## src/rtl/uart_pkg.sv

```systemverilog
`default_nettype none
// ============================================================================
// Module      : uart_pkg
// Description : Shared definitions for the UART transmit arbiter slice:
//               arbiter state encoding, default character width and a
//               ceiling-log2 helper used to size pointers and counters.
// Ports       : none (package)
// Revision    : 1.0 - initial release
// ============================================================================
package uart_pkg;

  typedef enum logic [1:0] {
    IDLE = 2'd0,
    SEND = 2'd1,
    WAIT = 2'd2
  } arb_state_t;

  localparam int DEF_DBIT = 8;

  // Ceiling log2; clog2(1) = 0.
  function automatic int clog2(input int value);
    int result;
    result = 0;
    for (int i = 0; i < 31; i++) begin
      if ((1 << i) < value) result = i + 1;
    end
    return result;
  endfunction

endpackage
`default_nettype wire

```

## src/rtl/uart_tx_arbiter_if.sv

```systemverilog
`default_nettype none
// ============================================================================
// Module      : uart_tx_arbiter_if
// Description : Client + serializer handshake bundle of the UART transmit
//               arbiter.
// Ports       : req/din/last  - per-client byte stream (din slice i*DBIT)
//               ack/grant     - per-client accept pulse / one-hot owner
//               busy          - transmitter owned
//               tx_start/tx_data/tx_done - uart_tx start, d_in, done_tick
//               slave modport : arbiter side; master modport : environment
// Revision    : 1.0 - initial release
// ============================================================================
interface uart_tx_arbiter_if #(
  parameter int N    = 4,
  parameter int DBIT = 8
);
  logic [N-1:0]      req;
  logic [N*DBIT-1:0] din;
  logic [N-1:0]      last;
  logic [N-1:0]      ack;
  logic [N-1:0]      grant;
  logic              busy;
  logic              tx_start;
  logic [DBIT-1:0]   tx_data;
  logic              tx_done;

  modport master (
    output req, din, last, tx_done,
    input  ack, grant, busy, tx_start, tx_data
  );

  modport slave (
    input  req, din, last, tx_done,
    output ack, grant, busy, tx_start, tx_data
  );
endinterface
`default_nettype wire

```

## src/rtl/uart_rr_pick.sv

```systemverilog
`default_nettype none
// ============================================================================
// Module      : uart_rr_pick
// Description : Combinational round-robin picker. Returns the first set
//               request bit scanning ptr, ptr+1, ... N-1, 0, ... ptr-1.
// Ports       : req    (in)  N request bits
//               ptr    (in)  scan start index
//               winner (out) index of the selected request
//               valid  (out) at least one request is set
// Revision    : 1.0 - initial release
// ============================================================================
module uart_rr_pick
  import uart_pkg::*;
#(
  parameter  int N  = 4,
  localparam int PW = (N > 1) ? clog2(N) : 1
) (
  input  logic [N-1:0]  req,
  input  logic [PW-1:0] ptr,
  output logic [PW-1:0] winner,
  output logic          valid
);

  int idx;

  always_comb begin
    winner = '0;
    valid  = 1'b0;
    idx    = 0;
    for (int k = 0; k < N; k++) begin
      idx = int'(ptr) + k;
      if (idx >= N) idx = idx - N;
      if (!valid && req[idx[PW-1:0]]) begin
        valid  = 1'b1;
        winner = idx[PW-1:0];
      end
    end
  end

endmodule
`default_nettype wire

```

## src/rtl/uart_tx_arbiter.sv

```systemverilog
`default_nettype none
// ============================================================================
// Module      : uart_tx_arbiter
// Description : Shares one uart_tx serializer between N byte-stream clients.
//               Round-robin grants at message granularity: the owner keeps
//               the transmitter until a byte flagged last has been sent.
//               Optional macro UART_ARB_TIMEOUT_EN releases a lock whose
//               owner leaves req low in SEND for TIMEOUT cycles.
// Ports       : clk   (in) system clock
//               reset (in) asynchronous active-high reset
//               bus   (uart_tx_arbiter_if.slave) client and uart_tx handshake
// Revision    : 1.0 - initial release
// ============================================================================
module uart_tx_arbiter
  import uart_pkg::*;
#(
  parameter int N       = 4,
  parameter int DBIT    = DEF_DBIT,
  parameter int TIMEOUT = 1024
) (
  input  logic             clk,
  input  logic             reset,
  uart_tx_arbiter_if.slave bus
);

  localparam int PW = (N > 1) ? clog2(N) : 1;

  arb_state_t    state;
  logic [PW-1:0] ptr;
  logic [PW-1:0] owner;
  logic          lastf;

  logic [PW-1:0] pick_idx;
  logic          pick_valid;
  logic [N-1:0]  pick_onehot;
  logic [N-1:0]  owner_onehot;
  logic [PW-1:0] next_ptr;

  uart_rr_pick #(.N(N)) u_pick (
    .req    (bus.req),
    .ptr    (ptr),
    .winner (pick_idx),
    .valid  (pick_valid)
  );

  assign pick_onehot  = {{(N-1){1'b0}}, 1'b1} << pick_idx;
  assign owner_onehot = {{(N-1){1'b0}}, 1'b1} << owner;
  // Fairness: the client after the releasing owner scans first next time.
  assign next_ptr     = (owner == PW'(N - 1)) ? '0 : owner + 1'b1;

`ifdef UART_ARB_TIMEOUT_EN
  localparam int TW = clog2(TIMEOUT) + 1;
  logic [TW-1:0] idle_cnt;
  logic          timeout_hit;
  assign timeout_hit = (idle_cnt == TW'(TIMEOUT - 1));
`else
  logic unused_timeout;
  assign unused_timeout = ^TIMEOUT;
`endif

  always_ff @(posedge clk or posedge reset) begin
    if (reset) begin
      state        <= IDLE;
      ptr          <= '0;
      owner        <= '0;
      lastf        <= 1'b0;
      bus.grant    <= '0;
      bus.busy     <= 1'b0;
      bus.ack      <= '0;
      bus.tx_start <= 1'b0;
      bus.tx_data  <= '0;
`ifdef UART_ARB_TIMEOUT_EN
      idle_cnt     <= '0;
`endif
    end else begin
      // ack and tx_start are single-cycle pulses.
      bus.ack      <= '0;
      bus.tx_start <= 1'b0;
`ifdef UART_ARB_TIMEOUT_EN
      // Only a stalled owner in SEND keeps the count running.
      idle_cnt     <= '0;
`endif
      case (state)
        IDLE: begin
          if (pick_valid) begin
            owner     <= pick_idx;
            bus.grant <= pick_onehot;
            bus.busy  <= 1'b1;
            state     <= SEND;
          end
        end
        SEND: begin
          if (bus.req[owner]) begin
            bus.tx_start <= 1'b1;
            bus.tx_data  <= bus.din[int'(owner) * DBIT +: DBIT];
            bus.ack      <= owner_onehot;
            lastf        <= bus.last[owner];
            state        <= WAIT;
          end
`ifdef UART_ARB_TIMEOUT_EN
          else if (timeout_hit) begin
            bus.grant <= '0;
            bus.busy  <= 1'b0;
            ptr       <= next_ptr;
            state     <= IDLE;
          end else begin
            idle_cnt <= idle_cnt + 1'b1;
          end
`endif
        end
        WAIT: begin
          if (bus.tx_done) begin
            if (lastf) begin
              bus.grant <= '0;
              bus.busy  <= 1'b0;
              ptr       <= next_ptr;
              state     <= IDLE;
            end else begin
              state <= SEND;
            end
          end
        end
        default: state <= IDLE;
      endcase
    end
  end

endmodule
`default_nettype wire

```

## src/flat_wrapper.sv

```systemverilog
// flat-port wrapper written by rule: the top's interface ports become plain ports
module uart_tx_arbiter_flat import uart_pkg::*;
#(
  parameter int N       = 4,
  parameter int DBIT    = DEF_DBIT,
  parameter int TIMEOUT = 1024
)
  (clk, reset, bus_req, bus_din, bus_last, bus_tx_done, bus_ack, bus_grant, bus_busy, bus_tx_start, bus_tx_data);
  uart_tx_arbiter_if #(.N(N), .DBIT(DBIT)) bus_i ();
  input  logic clk;
  input  logic reset;
  input wire logic [$bits(bus_i.req)-1:0] bus_req;
  input wire logic [$bits(bus_i.din)-1:0] bus_din;
  input wire logic [$bits(bus_i.last)-1:0] bus_last;
  input wire logic [$bits(bus_i.tx_done)-1:0] bus_tx_done;
  output wire logic [$bits(bus_i.ack)-1:0] bus_ack;
  output wire logic [$bits(bus_i.grant)-1:0] bus_grant;
  output wire logic [$bits(bus_i.busy)-1:0] bus_busy;
  output wire logic [$bits(bus_i.tx_start)-1:0] bus_tx_start;
  output wire logic [$bits(bus_i.tx_data)-1:0] bus_tx_data;
  assign bus_i.req = bus_req;
  assign bus_i.din = bus_din;
  assign bus_i.last = bus_last;
  assign bus_i.tx_done = bus_tx_done;
  assign bus_ack = bus_i.ack;
  assign bus_grant = bus_i.grant;
  assign bus_busy = bus_i.busy;
  assign bus_tx_start = bus_i.tx_start;
  assign bus_tx_data = bus_i.tx_data;
  uart_tx_arbiter #(.N(N), .DBIT(DBIT), .TIMEOUT(TIMEOUT)) u_core (.clk(clk), .reset(reset), .bus(bus_i));
endmodule
```

## config.mk

```make
export PLATFORM = sky130hd
export DESIGN_NAME = uart_tx_arbiter_flat
export DESIGN_NICKNAME = d
export VERILOG_FILES = /design/src/rtl/uart_pkg.sv /design/src/rtl/uart_tx_arbiter_if.sv /design/src/rtl/uart_rr_pick.sv /design/src/rtl/uart_tx_arbiter.sv /design/src/flat_wrapper.sv
export SDC_FILE = /design/constraint.sdc
export NUM_CORES = 1
export LEC_CHECK = 0
export BUFFER_PORTS_ARGS = -buffer_cell sky130_fd_sc_hd__buf_2
export CORE_MARGIN = 4
export CORE_UTILIZATION = 50
export CTS_CLUSTER_DIAMETER = 30
export DETAILED_ROUTE_END_ITERATION = 10
export HOLD_SLACK_MARGIN = 0.06
export PLACE_DENSITY = 0.88
export RECOVER_POWER = 25
export SYNTH_ARGS = -nofsm -noshare
export SYNTH_HDL_FRONTEND = slang
export SYNTH_SLANG_ARGS = --single-unit
```

## constraint.sdc

```tcl
create_clock -name clk -period 3 [get_ports clk]
set_input_delay 0.3 -clock clk [delete_from_list [all_inputs] [get_ports clk]]
set_output_delay 0.3 -clock clk [all_outputs]
set_load 0.1 [all_outputs]
```

After elaboration in Yosys (flattened, before gate mapping):

Index checks and enable logic that the tools add are counted.

* register bits after elaboration: 25
* input bits: 43
* logic and storage cells: 91

* reductions and logical operators: 13
* shift-type cells: 3
* mux-type cells: 42
* order comparisons: 9
* equality and inequality tests: 7
* add/subtract/negate cells: 8

Operators with widths (count)
* 32-bit by 6-bit indexed part select with 8-bit output: 1
* 2-bit two-way mux: 12
* 4-bit two-way mux: 5
* 1-bit two-way mux: 16
* 2-bit by 3-bit less-than comparator with 1-bit output, second input constant: 5
* 1-bit binary-select mux with 2-bit select: 6
* 3-bit >= comparator, second input constant: 3
* 4-bit one-hot mux with 2 select lines: 1
* 1-bit by 2-bit left shift with 4-bit output, first input constant: 2
* 2-bit by 1-bit subtractor with 2-bit output, second input constant: 4
* 2-bit by 2-bit adder with 3-bit output, second input constant: 2
* 2-bit by 1-bit inequality test with 1-bit output, second input constant: 3
* 2-bit one-hot mux with 3 select lines: 1
* 3-bit AND reduction: 2
* 2-bit == test, second input constant: 2
* 2-bit AND reduction: 2
* 4-bit AND reduction: 1
* 2-bit by 1-bit adder with 3-bit output, second input constant: 1
* 2-bit by 3-bit >= comparator with 1-bit output, second input constant: 1
* 1-bit logical AND: 3
* 1-bit zero test: 3
* 2-bit by 1-bit adder with 2-bit output, second input constant: 1
* 2-bit by 1-bit == test with 1-bit output, second input constant: 1
* 2-bit zero test: 1
* other kinds (3): 3

Logic depth before layout (Yosys ltp):

Gate-level depths: netlist of the first run.

* word-level depth: 17
* gate-level depth with buffers: 5

Modules after synthesis:

Synthesis of the first run repeated with hierarchy kept, for this count alone.

* cells, all modules: 101
* area total of the unflattened synthesis: 1372.6 sq um

Modules (own cells, without submodules)
* uart_tx_arbiter: cells an instance 86, times used 1, area each 1295.0 sq um
* uart_rr_pick: cells an instance 15, times used 1, area each 77.6 sq um

Worst setup path before layout of the first run:

No wires, ideal clock.

* path kind: reg-to-reg
* start point: register u_core.owner[0]
* end point: register u_core.bus.tx_data[0]
* clock period less this slack: 1.644 ns
* data required time: 2.875 ns
* cell stages (with the launch flop): 5
* slack: 1.356 ns
* library setup time: 0.125 ns
* arrival: 1.518 ns
* cells stage by stage: dfrtp_1 -> mux4_2 -> nand3_2 -> buf_6 -> mux2_4

* longest elaborated chain between the ends: 3
* elaborated cells on any way between the ends: 4
* those cells by class: shift: 1; mux: 2; reduce/logical: 1

RTL lines
* start: declaration: line uart_tx_arbiter.sv:30 `logic [PW-1:0] owner;`
* start signal: assignment: line uart_tx_arbiter.sv:86 `owner <= pick_idx;`
* branches (longest 3 deep; another with 32-bit by 6-bit indexed part select with 8-bit output)
* end signal: assignment: line uart_tx_arbiter.sv:95 `bus.tx_data <= bus.din[int'(owner) * DBIT +: DBIT];`
* end: declaration: line uart_tx_arbiter_if.sv:34 `output ack, grant, busy, tx_start, tx_data`

Parallel ways; which one is timed is not known. The select of a mux whose other input is x is not followed.
A chain may end at the register's enable or synchronous reset.

Worst setup path in the final report of the first run:

* start point: register u_core.owner[1]
* end point: register u_core.lastf

* longest elaborated chain between the ends: 3
* elaborated cells on any way between the ends: 5
* those cells by class: mux: 4; reduce/logical: 1

RTL lines
* 1-bit binary-select mux with 2-bit select: line uart_tx_arbiter.sv:93 `if (bus.req[owner]) begin`
* 1-bit two-way mux (not written as such): line uart_tx_arbiter.sv:93
* 2-bit AND reduction (no source line)
* end signal: assignment: line uart_tx_arbiter.sv:97 `lastf <= bus.last[owner];`
* end: declaration: line uart_tx_arbiter.sv:31 `logic lastf;`

Several ways; a longest one is shown, not always the timed one. The select of a mux whose other input is x is not followed.

==> metrics.txt, run 1 <==
status=finished clean; clock slew at the register clock pins of the worst setup and hold paths=about 0.13 ns; crit path buf inv count=0; Max Freq=521.4 MHz; clock skew after layout=0.008960 ns; maximum number of pins on one net before global-route repair=26; critical path capture point type=register; core region area=around 2500 um^2; hold slack=0.1631 ns; number of detailed-routing iterations run before antenna repair=4; minimum clock period=1.918 ns; worst setup path start=u_core.owner[1]; cts bufs inserted=3; Mapped Nets=145; Slew headroom=0.4026; root buf cell=sky130_fd_sc_hd__clkbuf_4; total setup violations reported at the end of the flow=0; # diodes=0; drt initial violations=28; setup repair after global routing missed its margin=no; Worst setup endpoint=u_core.lastf; worst reg2reg path depth=3; die boundary width=59.99 um; DRC viols=0; cell class contributing the biggest share of worst-path delay=multiplexers; largest cells by area after synthesis=sky130_fd_sc_hd__dfrtp_1, sky130_fd_sc_hd__mux4_2, sky130_fd_sc_hd__mux2_4; largest stage delay on the critical path=0.73 ns; number of enable-type register cells in the synthesized netlist=0; proportion of synthesized flip-flops having asynchronous set or reset=1.000; part of the cycle the worst path needs=0.6394; required time at the endpoint of the critical path=3.21 ns; GRT Resource Usage Total=0.1793; first-pass GRT wire length=4.740 mm; top-area cell type share of the netlist area=0.4630; global routing usage on met3=0.02808; number of top-level pins=just over 60; clock sink count=25; CP Class=register to register; startpoint of the lowest-slack register-to-register path=u_core.owner[1]; count of cell instances traversed by the critical path=3; vias after detailed routing=1050; number of rows in the core area=18; post-synthesis to final-layout area growth=25.65%; layer with the highest usage=met2; layout cell share with drive strength beyond 1=0.5283; overall die area=3598 um^2; most common flop cell mapped by yosys=sky130_fd_sc_hd__dfrtp_1; Max Cap Viol=0; Total Neg Setup Slack=0 ns; global routing usage on met1=0.2221; post-CTS repair timing setup buffer count=0; arrival time of data at the critical path endpoint=2.12 ns; total wirelength of the detailed-routed design=a little over 3 mm; warnings from Yosys=0; worst-path cell chain=mux4_2, nand3_2, mux2_1; post-synth cell types=35; global-route met2 utilization=0.2948; peak fanout along the critical path=14; clock tree from TritonCTS=yes; slew at the pin closest to its max-slew limit=between 0.8 and 0.9 ns; number of failing hold endpoints at the final stage=0; netlist area before placement=1351 um^2; height of the die=59.99 um; destination of the worst register-to-register timing path=u_core.lastf; FF+latch count, synth=25; Register-to-Register Setup Slack=1.08 ns; cts-stage hold buffer count=0; Seq/Total Area, Yosys=0.4630; number of nets in the layout=207; Slew Limit Fails=0; nature of the critical path startpoint=register; initial antenna violation count=0; GR Overflow Total=0; residual antenna-violating net count after detailed routing=0; number of global-route vias before repair=about 1100; Slowest cell on crit path=sky130_fd_sc_hd__dfrtp_1; insertion delay of the later-clocked pin in the worst-skew pair=0.31 ns; routed wirelength normalized by instance count=16.03 um; routability congestion estimate from global placement=0.7447; Hold Crit Class=primary input to asynchronous set/reset pin; H-tree depth=1; total of cells resized after clock tree synthesis=0; Post-Syn Instances=98; initial standard-cell utilization of the core=0.5357; cell type contributing the most total cell area after synthesis=sky130_fd_sc_hd__dfrtp_1; # fillers=184; mean area per synthesized cell=between 10 and 15 um^2; buffer levels on the longest clock path=2; mean number of vias per cell=5.556; port bufs=60; HPWL after DPL=2.502 mm
-- layout by cell type, fill, tap and decap left out, drive strengths merged --
cell type,instances
buf,61
a21boi,2
o22a,1
mux4,10
dfrtp,25
o31ai,2
nor4,1
o22ai,1
o221ai,1
mux2i,1
nand2b,1
and2,4
nand3b,1
or3,1
mux2,10
clkbuf,4
a211o,1
inv,6
a22o,2
or3b,1
nand2,6
a21o,1
nor2,1
ha,4
o21a,2
a21oi,2
nand3,1
nand4b,1
o21ai,5
-- metrics by stage --
stage / setup slack, ns / instance area (um^2) / cells / utilization
CTS: 1.092 / 1698 / 189 / 0.6731
detailed placement: 1.114 / 1672 / 185 / 0.6627
finish: 1.082 / 1698 / 189 / 0.6731
global route: 1.036 / 1698 / 189 / 0.6731
floorplan: 1.356 / 1351 / 98 / -
global placement: 1.202 / 1672 / 185 / 0.6627
-- state kept, by name, indices dropped and copies added, names as in the netlist --
signal and flops:
u_core.state 2, u_core.bus.busy 1, u_core.owner 2, u_core.bus.tx_start 1
u_core.bus.ack 4, u_core.ptr 2, u_core.bus.grant 4, u_core.bus.tx_data 8
u_core.lastf 1
-- cell usage after synthesis (2+ instances only) --
cell                       instances
sky130_fd_sc_hd__dfrtp_1          25
sky130_fd_sc_hd__mux2_4            8
sky130_fd_sc_hd__mux4_2            8
sky130_fd_sc_hd__nand2_1           6
sky130_fd_sc_hd__inv_1             5
sky130_fd_sc_hd__and2_1            4
sky130_fd_sc_hd__ha_1              4
sky130_fd_sc_hd__o21ai_0           3
sky130_fd_sc_hd__a21boi_0          2
sky130_fd_sc_hd__a21oi_1           2
sky130_fd_sc_hd__a22o_1            2
sky130_fd_sc_hd__buf_2             2
sky130_fd_sc_hd__mux4_1            2
sky130_fd_sc_hd__o21a_1            2
sky130_fd_sc_hd__o21ai_1           2
sky130_fd_sc_hd__o31ai_1           2
-- area by class of cell --
class / count / area (um^2) / share of cell area
multi-input combinational: 63 / 678.2 / 0.3994
sequential: 25 / 625.6 / 0.3685
timing repair buffer: 61 / 307.8 / 0.1813
tap: 30 / 37.54 / 0.02211
clock buffer: 4 / 26.28 / 0.01548
inverter: 6 / 22.52 / 0.01326
-- how the worst min path moves through the flow --
stage / start / end / depth (start not counted) / slack [ns]
4_1_cts: reset / u_core.bus.ack[2] / 2 / 0.18
6_report: reset / u_core.lastf / 2 / 0.16
5_1_grt: bus_tx_done / u_core.state[1] / 2 / 0.18
3_3_place_gp: u_core.bus.busy / u_core.bus.busy / 2 / 0.46
3_5_place_dp: u_core.bus.busy / u_core.bus.busy / 2 / 0.47
2_1_floorplan: reset / u_core.bus.ack[0] / 1 / 0.33
-- logic make-up (layout without fill, tap and decap cells) --
group / after synthesis / after routing / share of synthesized area
AOI/OAI and AO/OA: 20 / 20 / 0.1019
adders and majority gates: 4 / 4 / 0.03704
buffers and inverters: 10 / 71 / 0.03518
DFF: 25 / 25 / 0.4630
muxes: 21 / 21 / 0.2852
and+or+nand+nor: 18 / 18 / 0.07778
-- layer usage --
metal  vias to the layer above  routed length, um
li1                        488                  -
met4                         0                 54
met1                       516               1155
met3                         4                155
met5                         -                  0
met2                        42               1663
Power of run 1 is not shown: default switching activity piles up to over one toggle a cycle in this logic, so the estimate is an artifact.
==> run 2, diff against run 1 <==
--- a/config.mk
+++ b/config.mk
@@ -7,11 +7,11 @@
 export LEC_CHECK = 0
 export BUFFER_PORTS_ARGS = -buffer_cell sky130_fd_sc_hd__buf_2
 export CORE_MARGIN = 4
-export CORE_UTILIZATION = 50
+export CORE_UTILIZATION = 46
 export CTS_CLUSTER_DIAMETER = 30
 export DETAILED_ROUTE_END_ITERATION = 10
 export HOLD_SLACK_MARGIN = 0.06
-export PLACE_DENSITY = 0.88
+export PLACE_DENSITY = 0.82
 export RECOVER_POWER = 25
 export SYNTH_ARGS = -nofsm -noshare
 export SYNTH_HDL_FRONTEND = slang
==> constraint.sdc (replaced) <==
create_clock -name clk -period 1.9 [get_ports clk]
set_input_delay 0.19 -clock clk [delete_from_list [all_inputs] [get_ports clk]]
set_output_delay 0.19 -clock clk [all_outputs]
set_load 0.1 [all_outputs]
==> run 2 against run 1 <==
Register-to-register slack worse by 0.87 ns. Die area is 7.5% higher. Maximum frequency is 14% higher. Clock skew is 0.0036 ns higher. First-iteration DRC count is 43% lower. Wire length is 0.79% lower. Critical path depth stayed put. Highest routed layer unchanged.
==> metrics.txt, run 2 (synthesis gave the netlist of run 1 again) <==
status=finished clean; post-CTS repair timing setup buffer count=0 (unchanged); routed wirelength normalized by instance count=15.65 um (-2.3%); H-tree depth=1 (unchanged); met1 WL=1.104 mm (-4.4%); Hold Crit Class=primary input to asynchronous set/reset pin; setup repair after global routing missed its margin=no; number of rows in the core area=19 (+1); total wirelength of the detailed-routed design=3.005 mm (-0.79%); clock slew at the register clock pins of the worst setup and hold paths=0.15 ns (+0.02 ns); layout cell share with drive strength beyond 1=0.5342 (+0.005860); fin util=0.6185 (-0.05458); number of top-level pins=61 (unchanged); Biggest register=u_core.bus.tx_data; Max Freq=591.8 MHz (+14%); worst-path cell chain=mux4_2, nand3_2, mux2_1; die boundary width=62.20 um (+3.7%); number of global-route vias before repair=1127 (+4.2%); overall die area=3869 um^2 (+7.5%); # fillers=223 (+21%); destination of the worst register-to-register timing path=u_core.lastf; startpoint of the lowest-slack register-to-register path=u_core.owner[0]; max FFs per register=8 (unchanged); GR Overflow Total=0 (unchanged); maximum number of pins on one net before global-route repair=26 (unchanged); # diodes=0 (unchanged); drt initial violations=16 (-43%); clock skew after layout=0.01256 ns (+0.003602 ns); most frequent standard cell in the layout excluding fill and tap cells=sky130_fd_sc_hd__buf_2; buffer levels on the longest clock path=2 (unchanged); area post-placement=1680 um^2 (+0.52%); post-synthesis to final-layout area growth=27.31%; number of failing hold endpoints at the final stage=0 (unchanged); initial standard-cell utilization of the core=0.4858 (-0.04988); largest stage delay on the critical path=0.53 ns (-0.20 ns); vias after detailed routing=1038 (-1.1%); max layer used=met4; arrival time of data at the critical path endpoint=1.92 ns (-0.20 ns); Slowest cell on crit path=sky130_fd_sc_hd__mux4_2; largest registers ranked by flip-flop count=u_core.bus.tx_data x8, u_core.bus.ack x4, u_core.bus.grant x4; clock tree from TritonCTS=yes; first-pass GRT wire length=5.133 mm (+8.3%); sum of met3 wire segment lengths after detailed routing=156 um (+0.65%); number of nets in the layout=209 (+0.97%); cts bufs inserted=3 (unchanged); cell class contributing the biggest share of worst-path delay=multiplexers; GRT Resource Usage Total=0.1607 (-0.01860); DRC viols=0 (unchanged); Design Area, Final=1720 um^2 (+1.3%); total setup violations reported at the end of the flow=0 (unchanged); leading cell types in the layout, fill and taps excluded=sky130_fd_sc_hd__buf_2, sky130_fd_sc_hd__dfrtp_1, sky130_fd_sc_hd__mux4_2, sky130_fd_sc_hd__mux2_4, sky130_fd_sc_hd__nand2_1; Slew Limit Fails=0 (unchanged); slew at the pin closest to its max-slew limit=0.9198 ns (+0.02464 ns); core region area=2781 um^2 (+10%); Total Neg Setup Slack=0 ns (unchanged); Max Cap Viol=0 (unchanged); hold slack=0.03654 ns (-0.1265 ns); height of the die=62.20 um (+3.7%); CP Class=register to register; peak fanout along the critical path=11 (-3); residual antenna-violating net count after detailed routing=0 (unchanged); initial antenna violation count=0 (unchanged); required time at the endpoint of the critical path=2.13 ns (-1.08 ns); HPWL after DPL=2.460 mm (-1.7%); port bufs=60 (unchanged); mean number of vias per cell=5.406 (-2.7%); clock sink count=25 (unchanged); root buf cell=sky130_fd_sc_hd__clkbuf_4; crit path buf inv count=0 (unchanged); Register-to-Register Setup Slack=0.21 ns (-0.87 ns); number of detailed-routing iterations run before antenna repair=4 (unchanged); part of the cycle the worst path needs=0.8893 (+0.2500); Slew headroom=0.3861 (-0.01645); Routed met2 length=1.712 mm (+2.9%); nature of the critical path startpoint=register; critical path capture point type=register; insertion delay of the later-clocked pin in the worst-skew pair=0.32 ns (about the same); worst reg2reg path depth=3 (unchanged); minimum clock period=1.690 ns (-0.2284 ns); routability congestion estimate from global placement=0.8354 (+12%)
run 2: cell count changes in the layout (fill, tap and decap cells not counted):
cell	previous run	this run
sky130_fd_sc_hd__buf_4	1	2
sky130_fd_sc_hd__clkbuf_1	1	0
sky130_fd_sc_hd__clkinvlp_4	0	1
sky130_fd_sc_hd__dlygate4sd3_1	0	1
run 2: repair_timing:
action                     in CTS  in global routing
setup endpoints to repair       0                  0
hold buffers                    1                  0
resized for setup               0                  0
hold endpoints to repair        1                  0
run 2: how the worst max path moves through the flow:
stage / from / to / slack, ns / cells past startpoint
final: u_core.owner[0] / u_core.lastf / 0.21 / 3
after global routing: u_core.owner[0] / u_core.bus.tx_data[6] / 0.14 / 3
after CTS: u_core.owner[0] / u_core.lastf / 0.20 / 3
after detailed placement: u_core.owner[0] / u_core.lastf / 0.20 / 3
after global placement: u_core.owner[0] / u_core.lastf / 0.23 / 3
after floorplan: u_core.owner[0] / u_core.bus.tx_data[0] / 0.26 / 4
run 2: worst register-to-register path, cell delays in order, from the launching register on:
cell,delay (ns)
sky130_fd_sc_hd__dfrtp_1,0.42
sky130_fd_sc_hd__mux4_2,0.54
sky130_fd_sc_hd__nand3_2,0.29
sky130_fd_sc_hd__mux2_1,0.36
run 2: metrics by stage:
| stage | instances | setup slack, ns |
|---|---|---|
| global route | 192 | 0.1388 |
| global placement | 187 | 0.2320 |
| detailed placement | 187 | 0.1991 |
| CTS | 192 | 0.1986 |
| floorplan | 98 | 0.2565 |
| finish | 192 | 0.2103 |
run 2: layout make-up:
class	instances	area [um^2]	share of cell area
Clock buffer	3	22.52	0.01309
Sequential cell	25	625.6	0.3636
Inverter	6	22.52	0.01309
Timing Repair Buffer	63	325.3	0.1891
Tap cell	31	38.79	0.02255
Clock inverter	1	7.507	0.004364
Multi-Input combinational cell	63	678.2	0.3942
run 2: per-layer routing:
metal	GRT usage	vias to the layer above
met3	0.04324	4
met4	0.03252	0
met2	0.3031	30
li1	-	496
met1	0.1775	508
met5	0	-
Power of run 2 is left out for the same reason.
